### config.mk
export PLATFORM = sky130hd
export DESIGN_NAME = mdu_iterative
export DESIGN_NICKNAME = d
export VERILOG_FILES = /design/src/rtl/mdu_iterative.sv
export SDC_FILE = /design/constraint.sdc
export NUM_CORES = 1
export LEC_CHECK = 0
export ABC_CLOCK_PERIOD_IN_PS = 6920
export BUFFER_PORTS_ARGS = -buffer_cell sky130_fd_sc_hd__buf_4
export CAP_MARGIN = 30
export CELL_PAD_IN_SITES_DETAIL_PLACEMENT = 0
export CELL_PAD_IN_SITES_GLOBAL_PLACEMENT = 1
export CORE_MARGIN = 10
export CORE_UTILIZATION = 37
export CTS_CLUSTER_DIAMETER = 150
export DETAILED_ROUTE_END_ITERATION = 12
export MAX_ROUTING_LAYER = met4
export PLACE_DENSITY_LB_ADDON = 0.1
export SLEW_MARGIN = 0
export SYNTH_ARGS = -nofsm -noshare
export SYNTH_HDL_FRONTEND = slang
export SYNTH_SLANG_ARGS = --single-unit
### constraint.sdc
create_clock -name clk -period 6.92 [get_ports clk]
set_clock_uncertainty 0.15 [all_clocks]
set_input_delay 0.692 -clock clk [delete_from_list [all_inputs] [get_ports clk]]
set_output_delay 0.692 -clock clk [all_outputs]
set_load 0.01 [all_outputs]
### src/rtl/mdu_iterative.sv
// Iterative multiply/divide unit with architectural HI/LO registers.
// Runs mult/multu/div/divu as a fixed ITER-step shift-add or restoring-divide loop on magnitudes.
module mdu_iterative #(
  parameter int WIDTH = 32,
  parameter int ITER  = 32
) (
  input  logic             clk,
  input  logic             reset,
  input  logic             start,
  input  logic [1:0]       op,
  input  logic [WIDTH-1:0] a,
  input  logic [WIDTH-1:0] b,
  input  logic             hi_we,
  input  logic             lo_we,
  input  logic [WIDTH-1:0] wdata,
  output logic             busy,
  output logic             done,
  output logic [WIDTH-1:0] hi,
  output logic [WIDTH-1:0] lo
);

  localparam int CNT_W = (ITER > 1) ? $clog2(ITER) : 1;

  typedef enum logic [1:0] {IDLE, RUN, FIN} state_t;

  state_t           state_q, state_d;
  logic [CNT_W-1:0] cnt_q, cnt_d;
  logic [1:0]       op_q, op_d;
  logic             signA_q, signA_d;
  logic             signB_q, signB_d;
  logic [WIDTH-1:0] aMag_q, aMag_d;
  logic [WIDTH-1:0] bMag_q, bMag_d;
  logic [WIDTH-1:0] acc_q, acc_d;
  logic [WIDTH-1:0] low_q, low_d;
  logic [WIDTH-1:0] hi_q, hi_d;
  logic [WIDTH-1:0] lo_q, lo_d;

  logic [WIDTH:0]     mulSum, divShift, divTrial;
  logic [WIDTH-1:0]   stepAcc, stepLow;
  logic [2*WIDTH-1:0] product, mulRes;
  logic [WIDTH-1:0]   resHi, resLo;
  logic               negQ, isSignedIn;

  // One iteration: acc holds the running upper product / partial remainder,
  // low holds the multiplier being shifted out / dividend bits becoming the quotient.
  always_comb begin
    mulSum   = {1'b0, acc_q} + (low_q[0] ? {1'b0, bMag_q} : '0);
    divShift = {acc_q, low_q[WIDTH-1]};
    divTrial = divShift - {1'b0, bMag_q};
    if (op_q[1]) begin
      if (!divTrial[WIDTH]) begin
        stepAcc = divTrial[WIDTH-1:0];
        stepLow = {low_q[WIDTH-2:0], 1'b1};
      end else begin
        stepAcc = divShift[WIDTH-1:0];
        stepLow = {low_q[WIDTH-2:0], 1'b0};
      end
    end else begin
      stepAcc = mulSum[WIDTH:1];
      stepLow = {mulSum[0], low_q[WIDTH-1:1]};
    end
  end

  // Sign correction applied to the final iteration's output so HI/LO are valid in FIN.
  always_comb begin
    negQ    = ~op_q[0] & (signA_q ^ signB_q);
    product = {stepAcc, stepLow};
    mulRes  = negQ ? -product : product;
    resHi   = mulRes[2*WIDTH-1:WIDTH];
    resLo   = mulRes[WIDTH-1:0];
    if (op_q[1]) begin
      if (bMag_q == '0) begin
        resLo = '1;
        resHi = signA_q ? -aMag_q : aMag_q;
      end else begin
        resLo = negQ ? -stepLow : stepLow;
        resHi = signA_q ? -stepAcc : stepAcc;
      end
    end
  end

  always_comb begin
    state_d    = state_q;
    cnt_d      = cnt_q;
    op_d       = op_q;
    signA_d    = signA_q;
    signB_d    = signB_q;
    aMag_d     = aMag_q;
    bMag_d     = bMag_q;
    acc_d      = acc_q;
    low_d      = low_q;
    hi_d       = hi_q;
    lo_d       = lo_q;
    isSignedIn = ~op[0];
    unique case (state_q)
      IDLE: begin
        if (hi_we) hi_d = wdata;
        if (lo_we) lo_d = wdata;
        if (start) begin
          op_d    = op;
          signA_d = isSignedIn & a[WIDTH-1];
          signB_d = isSignedIn & b[WIDTH-1];
          aMag_d  = (isSignedIn & a[WIDTH-1]) ? -a : a;
          bMag_d  = (isSignedIn & b[WIDTH-1]) ? -b : b;
          acc_d   = '0;
          low_d   = (isSignedIn & a[WIDTH-1]) ? -a : a;
          cnt_d   = '0;
          state_d = RUN;
        end
      end
      RUN: begin
        acc_d = stepAcc;
        low_d = stepLow;
        cnt_d = cnt_q + 1'b1;
        if (cnt_q == CNT_W'(ITER - 1)) begin
          cnt_d   = '0;
          hi_d    = resHi;
          lo_d    = resLo;
          state_d = FIN;
        end
      end
      FIN: state_d = IDLE;
      default: state_d = IDLE;
    endcase
  end

  always_ff @(posedge clk) begin
    if (reset) begin
      state_q <= IDLE;
      cnt_q   <= '0;
      op_q    <= '0;
      signA_q <= 1'b0;
      signB_q <= 1'b0;
      aMag_q  <= '0;
      bMag_q  <= '0;
      acc_q   <= '0;
      low_q   <= '0;
      hi_q    <= '0;
      lo_q    <= '0;
    end else begin
      state_q <= state_d;
      cnt_q   <= cnt_d;
      op_q    <= op_d;
      signA_q <= signA_d;
      signB_q <= signB_d;
      aMag_q  <= aMag_d;
      bMag_q  <= bMag_d;
      acc_q   <= acc_d;
      low_q   <= low_d;
      hi_q    <= hi_d;
      lo_q    <= lo_d;
    end
  end

  assign busy = (state_q == RUN);
  assign done = (state_q == FIN);
  assign hi   = hi_q;
  assign lo   = lo_q;

endmodule
Word-level counts from Yosys, hierarchy flattened --
Cells that the tools add are included.
Word-level totals: register bits 203, output and inout port bits 66, word-level logic and storage cells 72
Operators by class: add/subtract/negate cells 9, equality and inequality tests 7, multiplexer cells 31, bitwise logic cells 6, reductions and logical operators 8
Operator list (count):
- 32-bit 2-to-1 mux | 19
- 32-bit one-hot mux with 2 select lines | 4
- 32-bit negator | 5
- 64-bit 2-to-1 mux | 1
- 64-bit negator | 1
- 32-bit by 32-bit adder with 33-bit output | 1
- 33-bit by 32-bit subtractor with 33-bit output | 1
- 32-bit logical NOT | 1
- 5-bit 2-to-1 mux | 2
- 5-bit one-hot mux with 2 select lines | 1
- 2-bit inequality test, second input constant | 3
- 2-bit AND reduction | 3
- 3-bit AND reduction | 2
- 5-bit by 1-bit adder with 5-bit output, second input constant | 1
- 5-bit equality test, second input constant | 1
- 2-bit 2-to-1 mux | 2
- 2-bit one-hot mux with 2 select lines | 1
- 1-bit AND | 3
- 2-bit by 1-bit equality test with 1-bit output, second input constant | 1
- 2-bit equality test, second input constant | 1
- 2-bit logical NOT | 1
- 2-bit by 1-bit inequality test with 1-bit output, second input constant | 1
- 1-bit inverter | 2
- 2-bit nonzero test | 1
- other kinds (2) | 2

Logic depth before layout (Yosys ltp) --
depth in word-level cells 9, mapped depth 27, gate-level depth less buffers 25

Least setup slack after synthesis --
Ideal clock, no wire load.
path type reg-to-reg, start point register low_q[31], end point register hi_q[18] (netlist: hi[18]), setup time 86 ps, arrival 5368 ps, path slack 1316 ps, stages on the path, launching flop included 28, path buffers 2, cell sequence dfxtp_1 > inv_1 > ha_1 > inv_1 > fa_1 > a211oi_1 > o21ai_1 > a211o_1 > a21oi_2 > a311o_1 > buf_6 > buf_6 > o21ai_1 > and2_1 > inv_1 > ha_1 > nand2_1 > nor2_1 > nand3_1 > or2_2 > nor3_1 > and2_1 > nand3_1 > or4_4 > nand2_2 > xnor2_1 > a211o_1 > a211oi_1
Between the ends: word-level cells in the longest chain between the ends 9, elaborated cells between the ends (all ways) 13, those cells by class add/sub: 3; mux: 10
RTL lines:
- start, declared | RTL line 34 | logic [WIDTH-1:0] low_q, low_d;
- start signal, assigned | RTL line 149 | low_q <= low_d;
- 33-bit by 32-bit subtractor with 33-bit output | RTL line 49 | divTrial = divShift - {1'b0, bMag_q};
- 32-bit 2-to-1 mux | RTL line 51 | if (!divTrial[WIDTH]) begin
- 32-bit 2-to-1 mux | RTL line 50 | if (op_q[1]) begin
- 32-bit negator | RTL line 77 | resHi = signA_q ? -stepAcc : stepAcc;
- 32-bit 2-to-1 mux | RTL line 77
- 32-bit 2-to-1 mux | RTL line 72 | if (bMag_q == '0) begin
- 32-bit 2-to-1 mux * | RTL line 71 | if (op_q[1]) begin
- 32-bit 2-to-1 mux * | RTL line 115 | if (cnt_q == CNT_W'(ITER - 1)) begin
- 32-bit one-hot mux with 2 select lines * | RTL line 95 | unique case (state_q)
- end signal, assigned | RTL line 150 | hi_q <= hi_d;
- end, declared | RTL line 35 | logic [WIDTH-1:0] hi_q, hi_d;
Mark *: on every way between the ends. The rest lies on a longest branch, timed or not. The select of a mux whose other input is x is not followed. A chain may end at the register's enable or synchronous reset.

Worst setup path after layout --
Ends and elaborated chain as after synthesis.

==> run summary <==
Req. time, crit path -> 7.26 ns
Bufs on Longest Clock Path -> 3
Most frequent cells after synthesis -> nand2_1, nor2_1, a21oi_1, dfxtp_1, clkbuf_1
Met3 Wirelength -> 6840 um
Hold_buf cts -> 0
DRT antenna net count -> 0
Antenna violations before repair -> 6
Gr ovfl total -> 0
Layout cell share with drive strength beyond 1 -> 12.3%
Initial core utilization -> 37.5%
Cell chosen for the clock root -> clkbuf_16
Synth async-reset ratio -> 0%
Largest net degree at the start of global routing -> 88
Crit-path max FO -> 6
Distinct cells, synth -> 89
FF+latch area -> 4070 sq um
Synth top area cells -> dfxtp_1, a21oi_1, nand2_1, nor2_1, ha_1
Setup violations, final -> 0
Placed cell area -> 19800 sq um
H-Tree Level Count -> 1
Power density over cell area -> 212 nW/um^2
Crit path from -> low_q[31]$_SDFFE_PP0P_
TNS Setup -> 0 ns
Layout Cells excl Fill -> 3255
Core ar. -> 47800 sq um
Met2 Wirelength -> 35300 um
Vias/cell -> 6.14
WL final -> 82200 um
Initial drt markers -> 2062
Post-synthesis sequential area ratio -> 22.7%
Period minus WS final -> 6.49 ns
CP arrival -> 6.83 ns
Die Span X -> 240 um
Synthesis Warnings -> 0
Num rows -> 80
Synth-to-Final Area Change -> 15.2%
Max-slew headroom -> 30.3%
F_max -> 154 MHz
CTS resizes -> 0
Post-Layout Inst Area -> 20600 sq um
Ports -> 169
Setup repair bufs after CTS -> 0
Slowest CP cell -> or4_4
Reg-to-reg slack, setup -> 0.43 ns
Die area -> 57700 sq um
Gr usage total -> 28.2%
Placer Congestion -> 0.959
Port Buffers -> 168
Yosys top cell area share -> 22.7%
Max Slew Vio Count -> 0
M1 WL -> 38100 um
Crit path to -> hi[18]$_SDFFE_PP0P_
First-pass GRT wire length -> 120000 um
Post-synth top area cell -> dfxtp_1
Mapped Nets -> 2705
Avg Inst Size Synth -> 7.09 sq um
RSZ-0062 raised after global routing -> false
Seq cells post-synth -> 203
WL per Instance -> 25.2 um
Clk Latency, worst-skew pair -> 0.58 ns
Fillers -> 5066
CTS tree -> built
DR top layer -> met4
Worst Setup End Kind -> flip-flop
Main synth FF type -> dfxtp_1
R2R cell count -> 25
CP most frequent cell -> inv_1
Cts bufs inserted -> 27
Leak Pwr -> 8.07 nW
Reg clk slew, reported paths -> 0.06 ns
Worst r2r dst -> hi[18]$_SDFFE_PP0P_
Mapped Cells -> 2529
Worst hold path class -> input pin to flip-flop
Period utilisation layout -> 93.8%
Area of the multi-input gates -> 13000 sq um
CP peak stage delay -> 0.66 ns
Height of the die -> 240 um
Vias in the first global route -> 18393
Synthesized cell area -> 17900 sq um
Pre-antenna DRT Iters -> 5
Max Cap Violations -> 0
Hold WS -> 0.215 ns
Post-synth EDFFs -> 0
DP Cell Count -> 3202
Total number of vias -> 19975
NumNets Final -> 2794
Slew @ Worst Pin -> 1.05 ns
Count leader, synth -> nand2_1
Worst vdd ir -> 0.000152 V
Critical path type -> flip-flop to flip-flop
# DRC -> 0
Hold Vio Cnt, Final -> 0
CTS sink count -> 203
CP Launch Type -> flip-flop
Status -> finished clean
Reg2reg start -> low_q[31]$_SDFFE_PP0P_
HPWL after DPL -> 64500 um
==> layout make-up <==
class / instances / area share, %
tap: 615 / 3.73
inverter: 68 / 1.24
sequential: 203 / 19.7
clock buffer: 36 / 3.58
timing repair buffer: 224 / 8.14
clock inverter: 13 / 0.642
multi-input combinational: 2094 / 62.9
antenna: 2 / 0.0242
==> worst min-delay path by stage <==
stage / start / to / slack [ns] / cells past startpoint
after global placement: hi[20]$_SDFFE_PP0P_ / hi[20]$_SDFFE_PP0P_ / 0.29 / 1
after global routing: op[1] / op_q[1]$_SDFFE_PP0P_ / 0.23 / 3
after detailed placement: hi[2]$_SDFFE_PP0P_ / hi[2]$_SDFFE_PP0P_ / 0.30 / 2
after floorplan: aMag_q[21]$_SDFFE_PP0P_ / aMag_q[21]$_SDFFE_PP0P_ / 0.29 / 2
after CTS: op[1] / op_q[1]$_SDFFE_PP0P_ / 0.19 / 3
final: op[1] / op_q[1]$_SDFFE_PP0P_ / 0.21 / 3
==> stage by stage <==
stage | worst slack, ns | util (%) | power [mW]
after floorplan | 1.32 | - | 2.33
after global placement | 0.669 | 41.3 | 2.94
after detailed placement | 0.561 | 41.3 | 2.94
after CTS | 0.527 | 43.1 | 4.37
after global routing | 0.0477 | 43.1 | 4.58
final | 0.431 | 43.1 | 4.38
==> critical path, delay by kind of cell, from the launching register on <==
kind	cells	cell delay, ns
xor+xnor	1	0.07
flops	1	0.30
compound gates	8	2.10
fa+ha+maj	3	0.76
buf+inv	3	0.22
simple gates	10	2.82
==> kinds of logic after synthesis <==
logic type | after synthesis | share of synthesized area (%)
AO/OA/AOI/OAI | 822 | 29.9
AND/OR/NAND/NOR | 965 | 25.3
flip-flops | 203 | 22.7
XOR/XNOR | 180 | 8.79
adder cells (fa/ha/maj) | 73 | 5.18
multiplexers | 54 | 3.15
buffers and inverters | 232 | 5.01
==> cells in the final DEF, fill, tap and decap left out, types with 9 or more instances in the layout <==
| cell | synthesis | layout |
|---|---|---|
| o221ai_1 | 17 | 17 |
| dfxtp_1 | 203 | 201 |
| xor2_1 | 79 | 79 |
| o211ai_1 | 26 | 26 |
| xnor2_1 | 101 | 101 |
| o21a_1 | 11 | 11 |
| or2_2 | 12 | 12 |
| and2_1 | 60 | 59 |
| a21oi_1 | 274 | 272 |
| a311oi_1 | 35 | 35 |
| and3_1 | 17 | 17 |
| nand2_1 | 286 | 285 |
| mux2i_1 | 44 | 44 |
| nor3_1 | 63 | 63 |
| a21o_1 | 30 | 30 |
| clkbuf_16 | 0 | 27 |
| o22ai_1 | 21 | 21 |
| or4_1 | 15 | 15 |
| buf_4 | 0 | 221 |
| nand2b_1 | 23 | 22 |
| ha_1 | 71 | 71 |
| o21ai_1 | 11 | 11 |
| nor2b_1 | 14 | 13 |
| nor2_1 | 285 | 283 |
| o31ai_1 | 33 | 33 |
| o21ai_0 | 122 | 122 |
| a211o_1 | 9 | 9 |
| o41ai_1 | 13 | 13 |
| nand3_1 | 72 | 72 |
| inv_1 | 66 | 65 |
| mux2_2 | 9 | 9 |
| nor4_1 | 22 | 22 |
| a31oi_1 | 48 | 48 |
| a211oi_1 | 56 | 56 |
| a221oi_1 | 11 | 11 |
| clkinv_2 | 0 | 9 |
| or3_1 | 32 | 32 |
| nand4_1 | 30 | 30 |
==> registers in the layout (all words and copies together) (netlist names) <==
signal   flops
op_q         2
bMag_q      32
state_q      2
low_q       32
cnt_q        5
acc_q       32
signA_q      1
hi          32
lo          32
aMag_q      32
signB_q      1
==> metal layers <==
metal  track usage, %  up-vias
met2             41.4      770
met5                -        -
met1             38.8     9635
li1                 -     9470
met3             5.69      100
met4             6.65        0
==> power by group <==
group,switching [mW],internal (mW)
logic,1.03,0.543
registers,0.113,1.26
clock network,0.598,0.825
total,1.75,2.63
Power figures use the tool's default switching activity.
